## config.mk

```make
export PLATFORM = sky130hd
export DESIGN_NAME = layers_frame_arbiter_flat
export DESIGN_NICKNAME = d
export VERILOG_FILES = /design/src/rtl/layers_frame_arbiter_if.sv /design/src/rtl/layers_frame_arbiter.sv /design/src/flat_wrapper.sv
export SDC_FILE = /design/constraint.sdc
export NUM_CORES = 1
export LEC_CHECK = 0
export CAP_MARGIN = 20
export CORE_MARGIN = 2
export CORE_UTILIZATION = 34
export DETAILED_ROUTE_END_ITERATION = 8
export GPL_TIMING_DRIVEN = 0
export PLACE_DENSITY_LB_ADDON = 0.08
export SLEW_MARGIN = 20
export SYNTH_ARGS = -nofsm -noshare
export SYNTH_HDL_FRONTEND = slang
export SYNTH_SLANG_ARGS = --single-unit
```

## constraint.sdc

```tcl
create_clock -name clk_core -period 2.05 [get_ports clk_core]
set_input_delay 0.205 -clock clk_core [delete_from_list [all_inputs] [get_ports clk_core]]
set_output_delay 0.205 -clock clk_core [all_outputs]
set_load 0.02 [all_outputs]
```

## src/rtl/layers_frame_arbiter_if.sv

```systemverilog
// layers_frame_arbiter_if: per-layer AXIS frame inputs plus the merged AXIS output stream.
// master drives the layer sources and output backpressure; slave is the arbiter.
interface layers_frame_arbiter_if #(
    parameter int LAYER_COUNT = 3
);
    logic [LAYER_COUNT*8-1:0] s_axis_tdata;
    logic [LAYER_COUNT-1:0]   s_axis_tvalid;
    logic [LAYER_COUNT-1:0]   s_axis_tlast;
    logic [LAYER_COUNT-1:0]   s_axis_tready;
    logic [7:0]               m_axis_tdata;
    logic [7:0]               m_axis_tdest;
    logic                     m_axis_tvalid;
    logic                     m_axis_tlast;
    logic                     m_axis_tready;
    modport master (
        output s_axis_tdata, s_axis_tvalid, s_axis_tlast, m_axis_tready,
        input  s_axis_tready, m_axis_tdata, m_axis_tdest, m_axis_tvalid, m_axis_tlast
    );
    modport slave (
        input  s_axis_tdata, s_axis_tvalid, s_axis_tlast, m_axis_tready,
        output s_axis_tready, m_axis_tdata, m_axis_tdest, m_axis_tvalid, m_axis_tlast
    );
endinterface

```

## src/rtl/layers_frame_arbiter.sv

```systemverilog
// layers_frame_arbiter: round-robin, frame-atomic merge of per-layer AXIS streams onto one output.
// Define LAYERS_ARB_WATCHDOG_EN to release grants held by stalled frames after config_idle_timeout cycles.
module layers_frame_arbiter #(
    parameter int LAYER_COUNT = 3
) (
    input  logic                   clk_core,
    input  logic                   clk_core_rst,
    layers_frame_arbiter_if.slave  axis,
    input  logic [LAYER_COUNT-1:0] config_layers_enable,
    input  logic [15:0]            config_idle_timeout,
    output logic [LAYER_COUNT-1:0] status_grant,
    output logic                   status_busy,
    output logic                   stat_frame_done,
    output logic                   stat_timeout
);
    localparam int IW = LAYER_COUNT > 1 ? $clog2(LAYER_COUNT) : 1;
    localparam logic [0:0] IDLE = 1'b0;
    localparam logic [0:0] GRANT = 1'b1;
    logic [0:0]             state;
    logic [IW-1:0]          grant;
    logic [IW-1:0]          last_grant;
    logic [IW-1:0]          pick;
    logic [LAYER_COUNT-1:0] req;
    logic [3:0]             idx;
    logic                   found;
    logic                   xfer;
    logic                   wd_expire;
    assign status_busy = state == GRANT;
    assign req = status_busy ? '0 : axis.s_axis_tvalid & config_layers_enable;
    // search starts just after the previous owner and wraps, giving round-robin order
    always_comb begin
        pick = last_grant;
        found = 1'b0;
        idx = '0;
        for (int k = 1; k <= LAYER_COUNT; k++) begin
            idx = 4'(last_grant) + 4'(k);
            idx = idx >= 4'(LAYER_COUNT) ? idx - 4'(LAYER_COUNT) : idx;
            if (!found && req[IW'(idx)]) begin
                pick = IW'(idx);
                found = 1'b1;
            end
        end
    end
    assign axis.m_axis_tvalid = status_busy & axis.s_axis_tvalid[grant];
    assign axis.m_axis_tlast = status_busy & axis.s_axis_tlast[grant];
    assign axis.m_axis_tdata = status_busy ? axis.s_axis_tdata[grant*8 +: 8] : 8'h00;
    assign axis.m_axis_tdest = status_busy ? 8'(grant) + 8'd1 : 8'h00;
    assign axis.s_axis_tready = status_busy && axis.m_axis_tready ? LAYER_COUNT'(1) << grant : '0;
    assign status_grant = status_busy ? LAYER_COUNT'(1) << grant : '0;
    assign xfer = axis.m_axis_tvalid & axis.m_axis_tready;
    always_ff @(posedge clk_core or posedge clk_core_rst) begin
        if (clk_core_rst) begin
            state <= IDLE;
            grant <= '0;
            last_grant <= IW'(LAYER_COUNT - 1);
            stat_frame_done <= 1'b0;
        end else begin
            stat_frame_done <= 1'b0;
            if (state == IDLE) begin
                if (found) begin
                    grant <= pick;
                    state <= GRANT;
                end
            end else if (xfer && axis.m_axis_tlast) begin
                last_grant <= grant;
                state <= IDLE;
                stat_frame_done <= 1'b1;
            end else if (wd_expire) begin
                last_grant <= grant;
                state <= IDLE;
            end
        end
    end
`ifdef LAYERS_ARB_WATCHDOG_EN
    logic [15:0] wd_cnt;
    // expires on the cycle that would make the stall count reach the limit
    assign wd_expire = status_busy && !xfer && config_idle_timeout != 16'd0 &&
                       17'(wd_cnt) + 17'd1 >= 17'(config_idle_timeout);
    always_ff @(posedge clk_core or posedge clk_core_rst) begin
        if (clk_core_rst) begin
            wd_cnt <= '0;
            stat_timeout <= 1'b0;
        end else begin
            stat_timeout <= wd_expire;
            wd_cnt <= !status_busy || xfer || wd_expire ? '0 :
                      wd_cnt == 16'hffff ? wd_cnt : wd_cnt + 16'd1;
        end
    end
`else
    logic unused_timeout;
    assign unused_timeout = ^config_idle_timeout;
    assign wd_expire = 1'b0;
    assign stat_timeout = 1'b0;
`endif
endmodule

```

## src/flat_wrapper.sv

```systemverilog
// flat-port wrapper written by rule: the top's interface ports become plain ports
module layers_frame_arbiter_flat 
#(
    parameter int LAYER_COUNT = 3
)
  (clk_core, clk_core_rst, config_layers_enable, config_idle_timeout, status_grant, status_busy, stat_frame_done, stat_timeout, axis_s_axis_tdata, axis_s_axis_tvalid, axis_s_axis_tlast, axis_m_axis_tready, axis_s_axis_tready, axis_m_axis_tdata, axis_m_axis_tdest, axis_m_axis_tvalid, axis_m_axis_tlast);
  layers_frame_arbiter_if #(.LAYER_COUNT(LAYER_COUNT)) axis_i ();
  input  logic clk_core;
  input  logic clk_core_rst;
  input  logic [LAYER_COUNT-1:0] config_layers_enable;
  input  logic [15:0] config_idle_timeout;
  output logic [LAYER_COUNT-1:0] status_grant;
  output logic status_busy;
  output logic stat_frame_done;
  output logic stat_timeout;
  input wire logic [$bits(axis_i.s_axis_tdata)-1:0] axis_s_axis_tdata;
  input wire logic [$bits(axis_i.s_axis_tvalid)-1:0] axis_s_axis_tvalid;
  input wire logic [$bits(axis_i.s_axis_tlast)-1:0] axis_s_axis_tlast;
  input wire logic [$bits(axis_i.m_axis_tready)-1:0] axis_m_axis_tready;
  output wire logic [$bits(axis_i.s_axis_tready)-1:0] axis_s_axis_tready;
  output wire logic [$bits(axis_i.m_axis_tdata)-1:0] axis_m_axis_tdata;
  output wire logic [$bits(axis_i.m_axis_tdest)-1:0] axis_m_axis_tdest;
  output wire logic [$bits(axis_i.m_axis_tvalid)-1:0] axis_m_axis_tvalid;
  output wire logic [$bits(axis_i.m_axis_tlast)-1:0] axis_m_axis_tlast;
  assign axis_i.s_axis_tdata = axis_s_axis_tdata;
  assign axis_i.s_axis_tvalid = axis_s_axis_tvalid;
  assign axis_i.s_axis_tlast = axis_s_axis_tlast;
  assign axis_i.m_axis_tready = axis_m_axis_tready;
  assign axis_s_axis_tready = axis_i.s_axis_tready;
  assign axis_m_axis_tdata = axis_i.m_axis_tdata;
  assign axis_m_axis_tdest = axis_i.m_axis_tdest;
  assign axis_m_axis_tvalid = axis_i.m_axis_tvalid;
  assign axis_m_axis_tlast = axis_i.m_axis_tlast;
  layers_frame_arbiter #(.LAYER_COUNT(LAYER_COUNT)) u_core (.clk_core(clk_core), .clk_core_rst(clk_core_rst), .axis(axis_i), .config_layers_enable(config_layers_enable), .config_idle_timeout(config_idle_timeout), .status_grant(status_grant), .status_busy(status_busy), .stat_frame_done(stat_frame_done), .stat_timeout(stat_timeout));
endmodule
```

==> metrics.md <==
| Metric | Value |
|---|---|
| Final worst-path cycle share | 0.945 |
| Met2 Use GR | 0.290 |
| Largest net degree at the start of global routing | 20 |
| WL per Instance | 13.2 um |
| Max VDD drop | 0.000906 V |
| Die Y | 59.8 um |
| Critical path startpoint | u_core.grant[0] |
| Routed Antenna Nets | 0 |
| Asr flop ratio synth | 1.00 |
| Yosys warns | 0 |
| CTS tree | yes |
| DR DRC count | 0 |
| Reg2reg start | u_core.last_grant[0] |
| Share of cells above drive strength 1 | 0.181 |
| Clock Power Share | 0.056 |
| Crit path DAT | 1730 ps |
| # nets final | 248 |
| Count leader, synth | and2_1 |
| CP required | 1850 ps |
| P_leak | 0.861 nW |
| Post-synthesis sequential area ratio | 0.143 |
| Cell taking the most area after synthesis | dfrtp_1 |
| Core region area | 0.00300 mm2 |
| Site Rows | 20 |
| GR Util met3 | 0.0281 |
| Commonest cells in the netlist | 15 x and2_1, 11 x mux2i_1, 11 x o21ai_0 |
| Final setup fails | 0 |
| R2R cell count | 7 |
| First-pass GRT wire length | 4.46 mm |
| GR Util met1 | 0.196 |
| Hold/Removal Path Class | in -> async |
| Max-slew violations | 0 |
| Internal power | 1.05 mW |
| Port Buffers | 56 |
| CTS Root Cell | clkbuf_4 |
| Worst Hold Slack | 176 ps |
| Max-cap violations | 0 |
| Vias in the first global route | 1009 |
| Area of the mapped netlist | 0.00106 mm2 |
| Clk slew on worst S/H paths | 50 ps |
| Power per cell area | 1150 mW/mm2 |
| P_sw | 935 uW |
| P&R area growth vs syn | 62.5% |
| Register bit count reported by yosys | 6 |
| CP Capture Type | output port |
| Total Routing Usage GR | 0.160 |
| CTS buffer count | 3 |
| CP startpoint kind | flop |
| Pwr Total | 1.98 mW |
| Post-DP HPWL | 2.46 mm |
| Ys flop type | dfrtp_1 |
| FF/Latch Area | 151 um2 |
| Cell count after synthesis | 123 |
| Top cell type's share of synthesized area | 0.118 |
| RePlAce Congestion | 0.834 |
| Final number of hold-violating endpoints | 0 |
| GR peak layer | met2 |
| Via/cell ratio | 4.86 |
| Switching Share | 0.472 |
| Final min period | 1940 ps |
| Footprint of the multi-input gates | 803 um2 |
| GRT overflow | 0 |
| Drt first-iter violations | 32 |
| Combinational share of power | 0.834 |
| Initial Utilization | 0.353 |
| Die Area | 0.00358 mm2 |
| Die width | 59.8 um |
| H-tree depth | 1 |
| Status | complete, no violations |
| Vias | 1075 |
| Syn_area_per_cell | 8.62 um2 |
| N_diodes | 0 |
| Skew final | 4.72 ps |
| Top post-synthesis cells by area | dfrtp_1 12%, mux2i_1 10%, and2_1 8.9% |
| CP Max Fanout | 10 |
| Hold_buf cts | 0 |
| Router iterations before antenna repair | 4 |
| Total Wirelength | 2.91 mm |
| Max Root-Sink Buffers | 2 |
| Sequential power share | 0.110 |
| Post-synth EDFFs | 0 |
| Worst setup path category | reg -> out |
| RSZ-0062 raised after global routing | false |
| Synth unique cells | 41 |
| # clock sinks | 6 |
| Initial antenna violation count | 0 |
| Fmax | 516 MHz |
| FILL cells | 309 |
| Clk Latency, worst-skew pair | 230 ps |
| Io pins | 79 |
## timing repair
action                     4_1_cts  5_1_grt
resized for setup               19        8
setup buffers                    0        1
setup endpoints to repair       19        6
## logic make-up after synthesis
logic type | synth area share
AO/OA/AOI/OAI | 0.224
multiplexers | 0.118
adder cells (fa/ha/maj) | 0.0826
buffers and inverters | 0.117
AND/OR/NAND/NOR | 0.312
other | 0.00354
flip-flops | 0.143
## cell usage in the layout, fill, tap and decap left out, types with 2 or more instances in the layout
master,netlist,layout
a2bb2oi_2,2,2
clkdlybuf4s50_1,0,37
nand3b_1,4,4
clkbuf_2,1,2
and2_1,15,15
conb_1,1,6
and3b_1,2,2
nand3_1,3,3
nor2_1,2,2
buf_6,2,2
clkbuf_4,0,4
o21ai_0,11,11
and3_1,3,3
nand2_1,9,9
inv_1,8,7
dfrtp_1,5,5
a31oi_1,2,2
a21oi_1,2,2
dlymetal6s2s_1,0,5
ha_1,7,7
buf_4,6,7
nor2b_1,3,3
dlygate4sd2_1,0,13
mux2i_1,11,11
## final cells by class
cell class | instances | area share
well taps | 33 | 0.0240
multi-input cells | 100 | 0.467
inverters | 8 | 0.0174
plain buffers | 13 | 0.0610
flip-flops and latches | 6 | 0.0879
clock buffers | 4 | 0.0153
repair buffers | 57 | 0.328
## power by group through the flow
stage                     registers, mW  clock network [mW]  logic, mW
after floorplan                   0.219                   0       1.14
after global placement            0.220                   0       1.72
after global routing              0.225               0.124       1.80
after detailed placement          0.220                   0       1.73
final                             0.219               0.111       1.65
after CTS                         0.219               0.115       1.66
## state kept, by name (all words and copies together), names as in the netlist
name / count
u_core.status_busy: 1
u_core.stat_frame_done: 1
u_core.last_grant: 2
u_core.grant: 2
## worst paths after layout
path,endpoint,slack (ps)
worst max register to register,u_core.grant[0],150
worst max-delay path,axis_m_axis_tdest[1],110
max in group asynchronous,u_core.last_grant[1],1620
worst min register to register,u_core.last_grant[1],540
min in group clk_core,u_core.last_grant[1],540
worst min-delay path,u_core.last_grant[0],180
## through the flow
step | TNS (ps) | worst slack, ps | instance area (um2) | utilization | instances
final | 0 | 113 | 1720 | 0.573 | 221
after global routing | 0 | 1.65 | 1720 | 0.573 | 221
after CTS | 0 | 3.01 | 1700 | 0.565 | 220
after detailed placement | -358 | -148 | 1680 | 0.560 | 217
after global placement | -256 | -123 | 1680 | 0.560 | 217
after floorplan | 0 | 312 | 1080 | - | 128
## layer usage
| layer | part of all wire | wire, um |
|---|---|---|
| met2 | 0.49 | 1430 |
| met5 | 0 | 0 |
| met1 | 0.42 | 1220 |
| met4 | 0.0079 | 23 |
| met3 | 0.082 | 238 |
## critical path: stages, from the launching register on
cell and delay, ps:
dfrtp_1 370, buf_6 150, buf_8 160, inv_1 100, ha_1 290, and2_1 160, clkdlybuf4s15_1 280
(Power assumes the default switching activity.)
